### src/rtl/keypad_matrix_responder_if.sv
// Command port of the keypad matrix responder: a valid/ready press request
// plus the status pulses that report how the scripted press progresses.
interface keypad_matrix_responder_if;
   logic       cmd_valid;
   logic       cmd_ready;
   logic [3:0] cmd_key;
   logic [7:0] cmd_hold;
   logic [7:0] cmd_gap;
   logic       busy;
   logic       done;
   logic       cmd_err;

   // Side that scripts key presses (scanner test harness, self-test sequencer)
   modport master (
      output cmd_valid, cmd_key, cmd_hold, cmd_gap,
      input  cmd_ready, busy, done, cmd_err
   );

   // Side that plays the keypad
   modport slave (
      input  cmd_valid, cmd_key, cmd_hold, cmd_gap,
      output cmd_ready, busy, done, cmd_err
   );
endinterface

### src/rtl/keypad_matrix_responder.sv
// Emulates a 4x3 telephone keypad behind a column-scan interface.
// A scripted press runs bounce-in, hold, bounce-out and gap phases, each an
// exact number of timing ticks; during contact the pressed key's row line
// follows the column strobe driven by the scanner.
module keypad_matrix_responder #(
   parameter int unsigned TICK_DIV     = 12500,
   parameter int unsigned BOUNCE_TICKS = 4,
   parameter logic [7:0]  LFSR_SEED    = 8'hA5
) (
   input  logic                           clk,
   input  logic                           rst,
   input  logic [2:0]                     key_col,
   output logic [3:0]                     key_row,
   keypad_matrix_responder_if.slave       cmd
);

   localparam int unsigned      CNT_W      = (TICK_DIV > 1) ? $clog2(TICK_DIV) : 1;
   localparam logic [CNT_W-1:0] CNT_LAST   = CNT_W'(TICK_DIV - 1);
   localparam logic [7:0]       BOUNCE_LEN = 8'(BOUNCE_TICKS);

   typedef enum logic [2:0] {
      IDLE,
      BOUNCE_IN,
      HOLD,
      BOUNCE_OUT,
      GAP
   } state_t;

   state_t           state;
   logic [CNT_W-1:0] tick_cnt;
   logic [7:0]       ticks_left;
   logic [7:0]       hold_q;
   logic [7:0]       gap_q;
   logic [7:0]       lfsr;
   logic [7:0]       lfsr_next;
   logic [3:0]       key_q;
   logic             legal_q;
   logic             contact;
   logic             done_q;
   logic             err_q;
   logic             accept;
   logic             tick;
   logic             key_legal;
   logic [3:0]       row_sel;
   logic [2:0]       col_mask;

   assign cmd.cmd_ready = (state == IDLE);
   assign cmd.busy      = (state != IDLE);
   assign cmd.done      = done_q;
   assign cmd.cmd_err   = err_q;

   assign accept    = cmd.cmd_valid && (state == IDLE);
   assign tick      = (tick_cnt == CNT_LAST);
   assign key_legal = (cmd.cmd_key <= 4'd11);
   assign lfsr_next = {lfsr[6:0], lfsr[7] ^ lfsr[5] ^ lfsr[4] ^ lfsr[3]};

   // Decode the latched key into its row line and the column that carries it
   always_comb begin
      row_sel  = 4'b0000;
      col_mask = 3'b000;
      case (key_q)
         4'd1, 4'd2, 4'd3:   row_sel = 4'b0001;
         4'd4, 4'd5, 4'd6:   row_sel = 4'b0010;
         4'd7, 4'd8, 4'd9:   row_sel = 4'b0100;
         4'd0, 4'd10, 4'd11: row_sel = 4'b1000;
         default:            row_sel = 4'b0000;
      endcase
      case (key_q)
         4'd1, 4'd4, 4'd7, 4'd10: col_mask = 3'b001;
         4'd2, 4'd5, 4'd8, 4'd0:  col_mask = 3'b010;
         4'd3, 4'd6, 4'd9, 4'd11: col_mask = 3'b100;
         default:                 col_mask = 3'b000;
      endcase
   end

   // Row return is purely combinational so the scanner sees its own strobe echoed within the cycle
   always_comb begin
      key_row = 4'b0000;
      if (contact && ((key_col & col_mask) != 3'b000)) begin
         key_row = row_sel;
      end
   end

   // Press sequencer: tick divider, phase counter, bounce LFSR and registered contact/status
   always_ff @(posedge clk or negedge rst) begin
      if (!rst) begin
         state      <= IDLE;
         tick_cnt   <= '0;
         ticks_left <= 8'd0;
         hold_q     <= 8'd0;
         gap_q      <= 8'd0;
         key_q      <= 4'd0;
         legal_q    <= 1'b0;
         lfsr       <= LFSR_SEED;
         contact    <= 1'b0;
         done_q     <= 1'b0;
         err_q      <= 1'b0;
      end else begin
         done_q <= 1'b0;
         err_q  <= 1'b0;

         if (state == IDLE || tick) begin
            tick_cnt <= '0;
         end else begin
            tick_cnt <= tick_cnt + CNT_W'(1);
         end

         case (state)
            IDLE: begin
               if (accept) begin
                  key_q   <= cmd.cmd_key;
                  hold_q  <= cmd.cmd_hold;
                  gap_q   <= cmd.cmd_gap;
                  legal_q <= key_legal;
                  err_q   <= !key_legal;
                  if (BOUNCE_TICKS == 0) begin
                     state      <= HOLD;
                     ticks_left <= (cmd.cmd_hold == 8'd0) ? 8'd1 : cmd.cmd_hold;
                     contact    <= key_legal;
                  end else begin
                     state      <= BOUNCE_IN;
                     ticks_left <= BOUNCE_LEN;
                     contact    <= key_legal && lfsr[0];
                  end
               end
            end

            BOUNCE_IN, BOUNCE_OUT: begin
               if (tick) begin
                  lfsr <= lfsr_next;
                  if (ticks_left == 8'd1) begin
                     if (state == BOUNCE_IN) begin
                        state      <= HOLD;
                        ticks_left <= (hold_q == 8'd0) ? 8'd1 : hold_q;
                        contact    <= legal_q;
                     end else if (gap_q == 8'd0) begin
                        state   <= IDLE;
                        done_q  <= 1'b1;
                        contact <= 1'b0;
                     end else begin
                        state      <= GAP;
                        ticks_left <= gap_q;
                        contact    <= 1'b0;
                     end
                  end else begin
                     ticks_left <= ticks_left - 8'd1;
                     contact    <= legal_q && lfsr_next[0];
                  end
               end
            end

            HOLD: begin
               if (tick) begin
                  if (ticks_left == 8'd1) begin
                     if (BOUNCE_TICKS != 0) begin
                        state      <= BOUNCE_OUT;
                        ticks_left <= BOUNCE_LEN;
                        contact    <= legal_q && lfsr[0];
                     end else if (gap_q == 8'd0) begin
                        state   <= IDLE;
                        done_q  <= 1'b1;
                        contact <= 1'b0;
                     end else begin
                        state      <= GAP;
                        ticks_left <= gap_q;
                        contact    <= 1'b0;
                     end
                  end else begin
                     ticks_left <= ticks_left - 8'd1;
                  end
               end
            end

            GAP: begin
               if (tick) begin
                  if (ticks_left == 8'd1) begin
                     state  <= IDLE;
                     done_q <= 1'b1;
                  end else begin
                     ticks_left <= ticks_left - 8'd1;
                  end
               end
            end

            default: begin
               state   <= IDLE;
               contact <= 1'b0;
            end
         endcase
      end
   end

endmodule

### src/flat_wrapper.sv
// flat-port wrapper written by rule: the top's interface ports become plain ports
module keypad_matrix_responder_flat 
#(
   parameter int unsigned TICK_DIV     = 12500,
   parameter int unsigned BOUNCE_TICKS = 4,
   parameter logic [7:0]  LFSR_SEED    = 8'hA5
)
  (clk, rst, key_col, key_row, cmd_cmd_valid, cmd_cmd_key, cmd_cmd_hold, cmd_cmd_gap, cmd_cmd_ready, cmd_busy, cmd_done, cmd_cmd_err);
  keypad_matrix_responder_if cmd_i ();
  input  logic clk;
  input  logic rst;
  input  logic [2:0] key_col;
  output logic [3:0] key_row;
  input wire logic [$bits(cmd_i.cmd_valid)-1:0] cmd_cmd_valid;
  input wire logic [$bits(cmd_i.cmd_key)-1:0] cmd_cmd_key;
  input wire logic [$bits(cmd_i.cmd_hold)-1:0] cmd_cmd_hold;
  input wire logic [$bits(cmd_i.cmd_gap)-1:0] cmd_cmd_gap;
  output wire logic [$bits(cmd_i.cmd_ready)-1:0] cmd_cmd_ready;
  output wire logic [$bits(cmd_i.busy)-1:0] cmd_busy;
  output wire logic [$bits(cmd_i.done)-1:0] cmd_done;
  output wire logic [$bits(cmd_i.cmd_err)-1:0] cmd_cmd_err;
  assign cmd_i.cmd_valid = cmd_cmd_valid;
  assign cmd_i.cmd_key = cmd_cmd_key;
  assign cmd_i.cmd_hold = cmd_cmd_hold;
  assign cmd_i.cmd_gap = cmd_cmd_gap;
  assign cmd_cmd_ready = cmd_i.cmd_ready;
  assign cmd_busy = cmd_i.busy;
  assign cmd_done = cmd_i.done;
  assign cmd_cmd_err = cmd_i.cmd_err;
  keypad_matrix_responder #(.TICK_DIV(TICK_DIV), .BOUNCE_TICKS(BOUNCE_TICKS), .LFSR_SEED(LFSR_SEED)) u_core (.clk(clk), .rst(rst), .key_col(key_col), .key_row(key_row), .cmd(cmd_i));
endmodule
### config.mk
export PLATFORM = sky130hd
export DESIGN_NAME = keypad_matrix_responder_flat
export DESIGN_NICKNAME = d
export VERILOG_FILES = /design/src/rtl/keypad_matrix_responder_if.sv /design/src/rtl/keypad_matrix_responder.sv /design/src/flat_wrapper.sv
export SDC_FILE = /design/constraint.sdc
export NUM_CORES = 1
export LEC_CHECK = 0
export CAP_MARGIN = 20
export CORE_MARGIN = 3
export CORE_UTILIZATION = 55
export CTS_BUF_LIST = sky130_fd_sc_hd__clkbuf_8
export DETAILED_ROUTE_END_ITERATION = 8
export GPL_TIMING_DRIVEN = 0
export MAX_ROUTING_LAYER = met4
export PLACE_DENSITY_LB_ADDON = 0.15
export RECOVER_POWER = 25
export REMOVE_ABC_BUFFERS = 1
export SLEW_MARGIN = 10
export SYNTH_ARGS = -nofsm -noshare
export SYNTH_HDL_FRONTEND = slang
export SYNTH_SLANG_ARGS = --single-unit
### constraint.sdc
create_clock -name clk -period 2.8 [get_ports clk]
set_input_delay 0.56 -clock clk [delete_from_list [all_inputs] [get_ports clk]]
set_output_delay 0.56 -clock clk [all_outputs]
set_load 0.1 [all_outputs]
# ---- Yosys cells after proc, flatten, opt, wreduce, memory -nomap -nowiden
# Memories as Yosys holds them, arrays and structs flattened.
# Cells that the tools add are included.
dict set report word_totals {
  rom_bits 112
  input_bits 26
  elab_cells 94
  reg_bits 57
  output_inout_bits 8
  memories 2
}
dict set report op_classes {
  mux 39
  bitwise 5
  n_addsub 2
  order_cmp 1
  n_reduce_logical 19
  n_eq_ne 15
}
# name words word_bits read_ports rd_clocked_by_memory_dff write_ports line
set mem_list {}
lappend mem_list {{(no name shown)} 16 4 1 0 0 keypad_matrix_responder.sv:61} ;# case (key_q)
lappend mem_list {{(no name shown)} 16 3 1 0 0 keypad_matrix_responder.sv:68} ;# case (key_q)
# operator n
set op_table {}
lappend op_table {{8-bit 2-to-1 mux} 10}
lappend op_table {{8-bit one-hot mux with 4 select lines} 1}
lappend op_table {{3-bit 2-to-1 mux} 9}
lappend op_table {{8-bit logical NOT} 2}
lappend op_table {{14-bit by 1-bit adder with 14-bit output (second input constant)} 1}
lappend op_table {{14-bit equality test (second input constant)} 1}
lappend op_table {{1-bit 2-to-1 mux} 14}
lappend op_table {{14-bit 2-to-1 mux} 1}
lappend op_table {{2-bit by 1-bit inequality test with 1-bit output (second input constant)} 7}
lappend op_table {{7-bit AND reduction} 2}
lappend op_table {{3-bit one-hot mux with 4 select lines} 1}
lappend op_table {{8-bit by 1-bit equality test with 1-bit output (second input constant)} 1}
lappend op_table {{8-bit by 1-bit subtractor with 8-bit output (second input constant)} 1}
lappend op_table {{3-bit by 2-bit equality test with 1-bit output (second input constant)} 2}
lappend op_table {{3-bit nonzero test} 2}
lappend op_table {{1-bit logical AND} 5}
lappend op_table {{5-bit AND reduction} 1}
lappend op_table {{4-bit less-or-equal comparator (second input constant)} 1}
lappend op_table {{4-bit 2-to-1 mux} 1}
lappend op_table {{4-bit inequality test (second input constant)} 1}
lappend op_table {{1-bit one-hot mux with 4 select lines} 1}
lappend op_table {{2-bit AND reduction} 2}
lappend op_table {{4-bit nonzero test} 1}
lappend op_table {{3-bit AND} 1}
lappend op_table {{other kinds (10)} 12}

# ---- Logic depth before layout (Yosys ltp)
dict set report depth {
  ltp_word 7
  mapped_depth 9
  mapped_depth_nobuf 7
}

# ---- Least setup slack after synthesis
# Ideal clock, no wire load.
dict set report synth_path {
  path_kind {flip-flop to output port}
  from {register u_core.key_q[0]}
  to {output port key_row[1]}
  required_time_ns 2.240
  n_path_buf 0
  setup_slack_ns -1.781
  arrival_ns 4.021
  path_stages_with_launch 8
  cell_sequence {dfrtp_1 inv_1 ha_1 a222oi_1 nor2_1 a221oi_1 o22ai_1 nor4bb_1}
}
dict set report synth_between {
  elab_chain_cells 5
  word_cells_on_any_way 6
  classes_between {mux (1); bitwise (1); reduce/logical (2); memory (2)}
}
# element line
set synth_rtl {}
lappend synth_rtl {{start, declared} keypad_matrix_responder.sv:36} ;# logic [3:0] key_q;
lappend synth_rtl {{start signal, assigned} keypad_matrix_responder.sv:111} ;# key_q <= cmd.cmd_key;
lappend synth_rtl {{memory 16 x 3 bit} n/a}
lappend synth_rtl {{3-bit AND} keypad_matrix_responder.sv:79} ;# if (contact && ((key_col & col_mask) != 3'b000)) begin
lappend synth_rtl {{3-bit nonzero test} keypad_matrix_responder.sv:79}
lappend synth_rtl {{1-bit logical AND} keypad_matrix_responder.sv:79}
lappend synth_rtl {{4-bit 2-to-1 mux *} keypad_matrix_responder.sv:79}
lappend synth_rtl {{end, declared} flat_wrapper.sv:13} ;# output logic [3:0] key_row;
# Every way passes the cells marked *; elsewhere a longest branch is shown, timed or not.

# ---- Final worst setup path
# Ends and elaborated chain as after synthesis.

==> summary.txt <==
Outcome
  • Outcome: complete, no violations

Worst setup path
  • Reg2Reg Depth: 7
  • Top fanout value on the critical path: 4
  • CP Capture Type: output pin
  • Type of origin of the critical path: flip-flop
  • CP required: 2240 ps
  • Critical path data arrival time: 2200 ps
  • Crit path kind: flip-flop to output pin

Hold path
  • Worst Hold Class: primary input to async pin

Timing
  • Max_slew headroom: 0.1466
  • Period utilization: 0.9863
  • Final setup fails: 0
  • Final worst setup slack: 38.26 ps
  • Setup TNS: 0 ps
  • Period minus WS final: 2762 ps
  • Clock Skew: 10.22 ps
  • Slew Limit Fails: 0
  • RSZ-0062 raised after global routing: true
  • Fmax: 362.1 MHz
  • Worst-margin pin slew: 1280 ps
  • Final hold vios: 0
  • Hold WS: 479.8 ps

Yosys
  • Cell area after synthesis: 0.003109 mm^2
  • Predominant post-synthesis flop cell: dfrtp_1
  • Post-synthesis async set-or-reset flop share: 1.000
  • Sequential share of the synthesized area: 0.4604
  • Synth Register Bits: 57
  • Post-synth EDFFs: 0
  • Mean Syn Cell Area: 10.58 um^2
  • Gate Count Post-Synth: 294
  • Ys Warns: 0
  • Synth unique cells: 58

Finish
  • Most common cell after layout, fill and taps aside: dfrtp_1
  • Most frequent cells in the layout: 51 x dfrtp_1, 28 x mux2_2, 25 x nor2_1
  • Share of post-route cells with drive strength above 1: 0.2633
  • Final nets: 368
  • Finished Layout Cells: 408
  • N_diodes: 0
  • P&R area growth vs syn: 22.49%

Power
  • Switching power total: 370.2 uW
  • Leakage power: 0.001732 uW
  • Sw frac: 0.2085
  • Sequential Power Share: 0.464
  • Total power: 1776 uW
  • Pint: 1405 uW
  • Clk network pwr share: 0.497
  • Worst VDD drop: 0.3137 mV
  • Comb power frac: 0.039
  • P per Cell Area: 466.2 mW/mm^2

Floorplanning
  • Chip height: 81.19 um
  • Die Area: 0.006591 mm^2
  • Die width: 81.19 um
  • Initial core utilization: 0.5900
  • Row cnt: 26
  • I/O Pins: 34
  • Core box area: 0.005270 mm^2

Drt
  • Detail-routed net length per standard cell: 17.16 um
  • DRT Wirelength: 7000 um
  • ANT nets after route: 0
  • Vias: 2415
  • DRT Pass-1 Iters: 4
  • Initial DRC count: 203
  • # DRC: 0
  • Via density: 5.919

Placed design
  • Pre-CTS worst setup slack: -847.6 ps
  • PortBufs: 33
  • Final HPWL DP: 4491 um
  • Placed cell count: 387
  • Gpl congestion: 0.9090

Global routing
  • Initial antenna violation count: 0
  • Vias in the first global route: 2392
  • Largest net degree at the start of global routing: 34
  • Tot GR Track Use: 0.2210
  • First-pass GRT wire length: 10860 um
  • Gr ovfl total: 0

Flow run
  • Max Cap Viol: 0

Clock network
  • TritonCTS clock tree: yes
  • CTS max path bufs: 2
  • Num CTS Buffers: 9
  • Worst-path clk slew: 70 ps
  • Clk Latency, worst-skew pair: 340 ps
  • H-Tree Depth: 3
  • CTS Sinks: 57
  • Clock root cell: clkbuf_8
[stage by stage]
step | cell area (um^2) | util
after detailed placement | 3485 | 0.6612
final | 3809 | 0.7227
after CTS | 3719 | 0.7056
after floorplan | 3052 | -
after global routing | 3809 | 0.7227
after global placement | 3470 | 0.6584
[cell type report]
type | instances | area, um^2
inverters | 13 | 48.80
well taps | 70 | 87.58
flip-flops and latches | 57 | 1434
multi-input cells | 213 | 1610
clock inverters | 5 | 77.57
repair buffers | 39 | 399.1
clock buffers | 11 | 151.4
fillers | 410 | 1461
[kinds of logic after synthesis]
logic type               after synthesis  synth area share
AND/OR/NAND/NOR                       98            0.1678
adder cells (fa/ha/maj)                9           0.03622
XOR/XNOR                              15           0.04225
multiplexers                          35            0.1239
AO/OA/AOI/OAI                         56            0.1352
flip-flops                            57            0.4604
buffers and inverters                 24           0.03420
[critical path, stage by stage (launching register included)]
cell      delay (ps)
dfrtp_1          400
inv_2             80
ha_1             280
inv_1             60
a222oi_1         490
o22ai_1          170
nor4bb_2         200
buf_6            180
[sequential cells by signal, indices dropped and copies added (netlist names), 3 cells and up]
name,cells
u_core.tick_cnt,14
u_core.gap_q,8
u_core.hold_q,8
u_core.lfsr,8
u_core.ticks_left,8
u_core.key_q,4
u_core.state,3
[Yosys cell counts, types with 5 or more instances]
cell | n | share of area
xor2_1 | 9 | 0.025
o22ai_1 | 5 | 0.010
a21oi_1 | 7 | 0.011
mux2i_1 | 7 | 0.023
o21ai_0 | 14 | 0.023
inv_1 | 13 | 0.016
dfrtp_1 | 53 | 0.43
ha_1 | 9 | 0.036
mux2_2 | 28 | 0.10
nand2_1 | 19 | 0.023
nand3_1 | 8 | 0.013
nor2_1 | 26 | 0.031
nor3_1 | 7 | 0.011
xnor2_1 | 6 | 0.017
and3_1 | 8 | 0.016
[power groups by stage]
stage | Clock, uW | Combinational, uW | Sequential [uW]
CTS | 888 | 69.1 | 824
global route | 932 | 74.3 | 823
finish | 883 | 68.6 | 824
global placement | 0 | 65.8 | 839
floorplan | 0 | 11.2 | 839
detailed placement | 0 | 69.0 | 839
[timing repair]
action,in CTS,in global routing
gates resized for setup,36,22
pin swaps,0,4
hold buffers,0,0
endpoints found under the setup margin,7,26
buffers inserted,1,4
[final timing paths]
| path | from | to | slack (ps) |
|---|---|---|---|
| max | u_core.key_q[0]$_DFFE_PN0P_ | key_row[1] | 40 |
| min | rst | u_core.tick_cnt[11]$_DFF_PN0_ | 480 |
| max reg2reg | u_core.ticks_left[1]$_DFFE_PN0P_ | u_core.ticks_left[4]$_DFFE_PN0P_ | 440 |
| min reg2reg | u_core.tick_cnt[0]$_DFF_PN0_ | u_core.tick_cnt[0]$_DFF_PN0_ | 490 |
| max in group asynchronous | rst | u_core.key_q[1]$_DFFE_PN0P_ | 800 |
| min in group clk | u_core.tick_cnt[0]$_DFF_PN0_ | u_core.tick_cnt[0]$_DFF_PN0_ | 490 |
[per-layer routing]
metal,wire (um),global-route usage
met3,280,0.04989
met4,151,0.1064
met1,2992,0.2518
met5,0,-
met2,3575,0.3678
(Power assumes the default switching activity.)
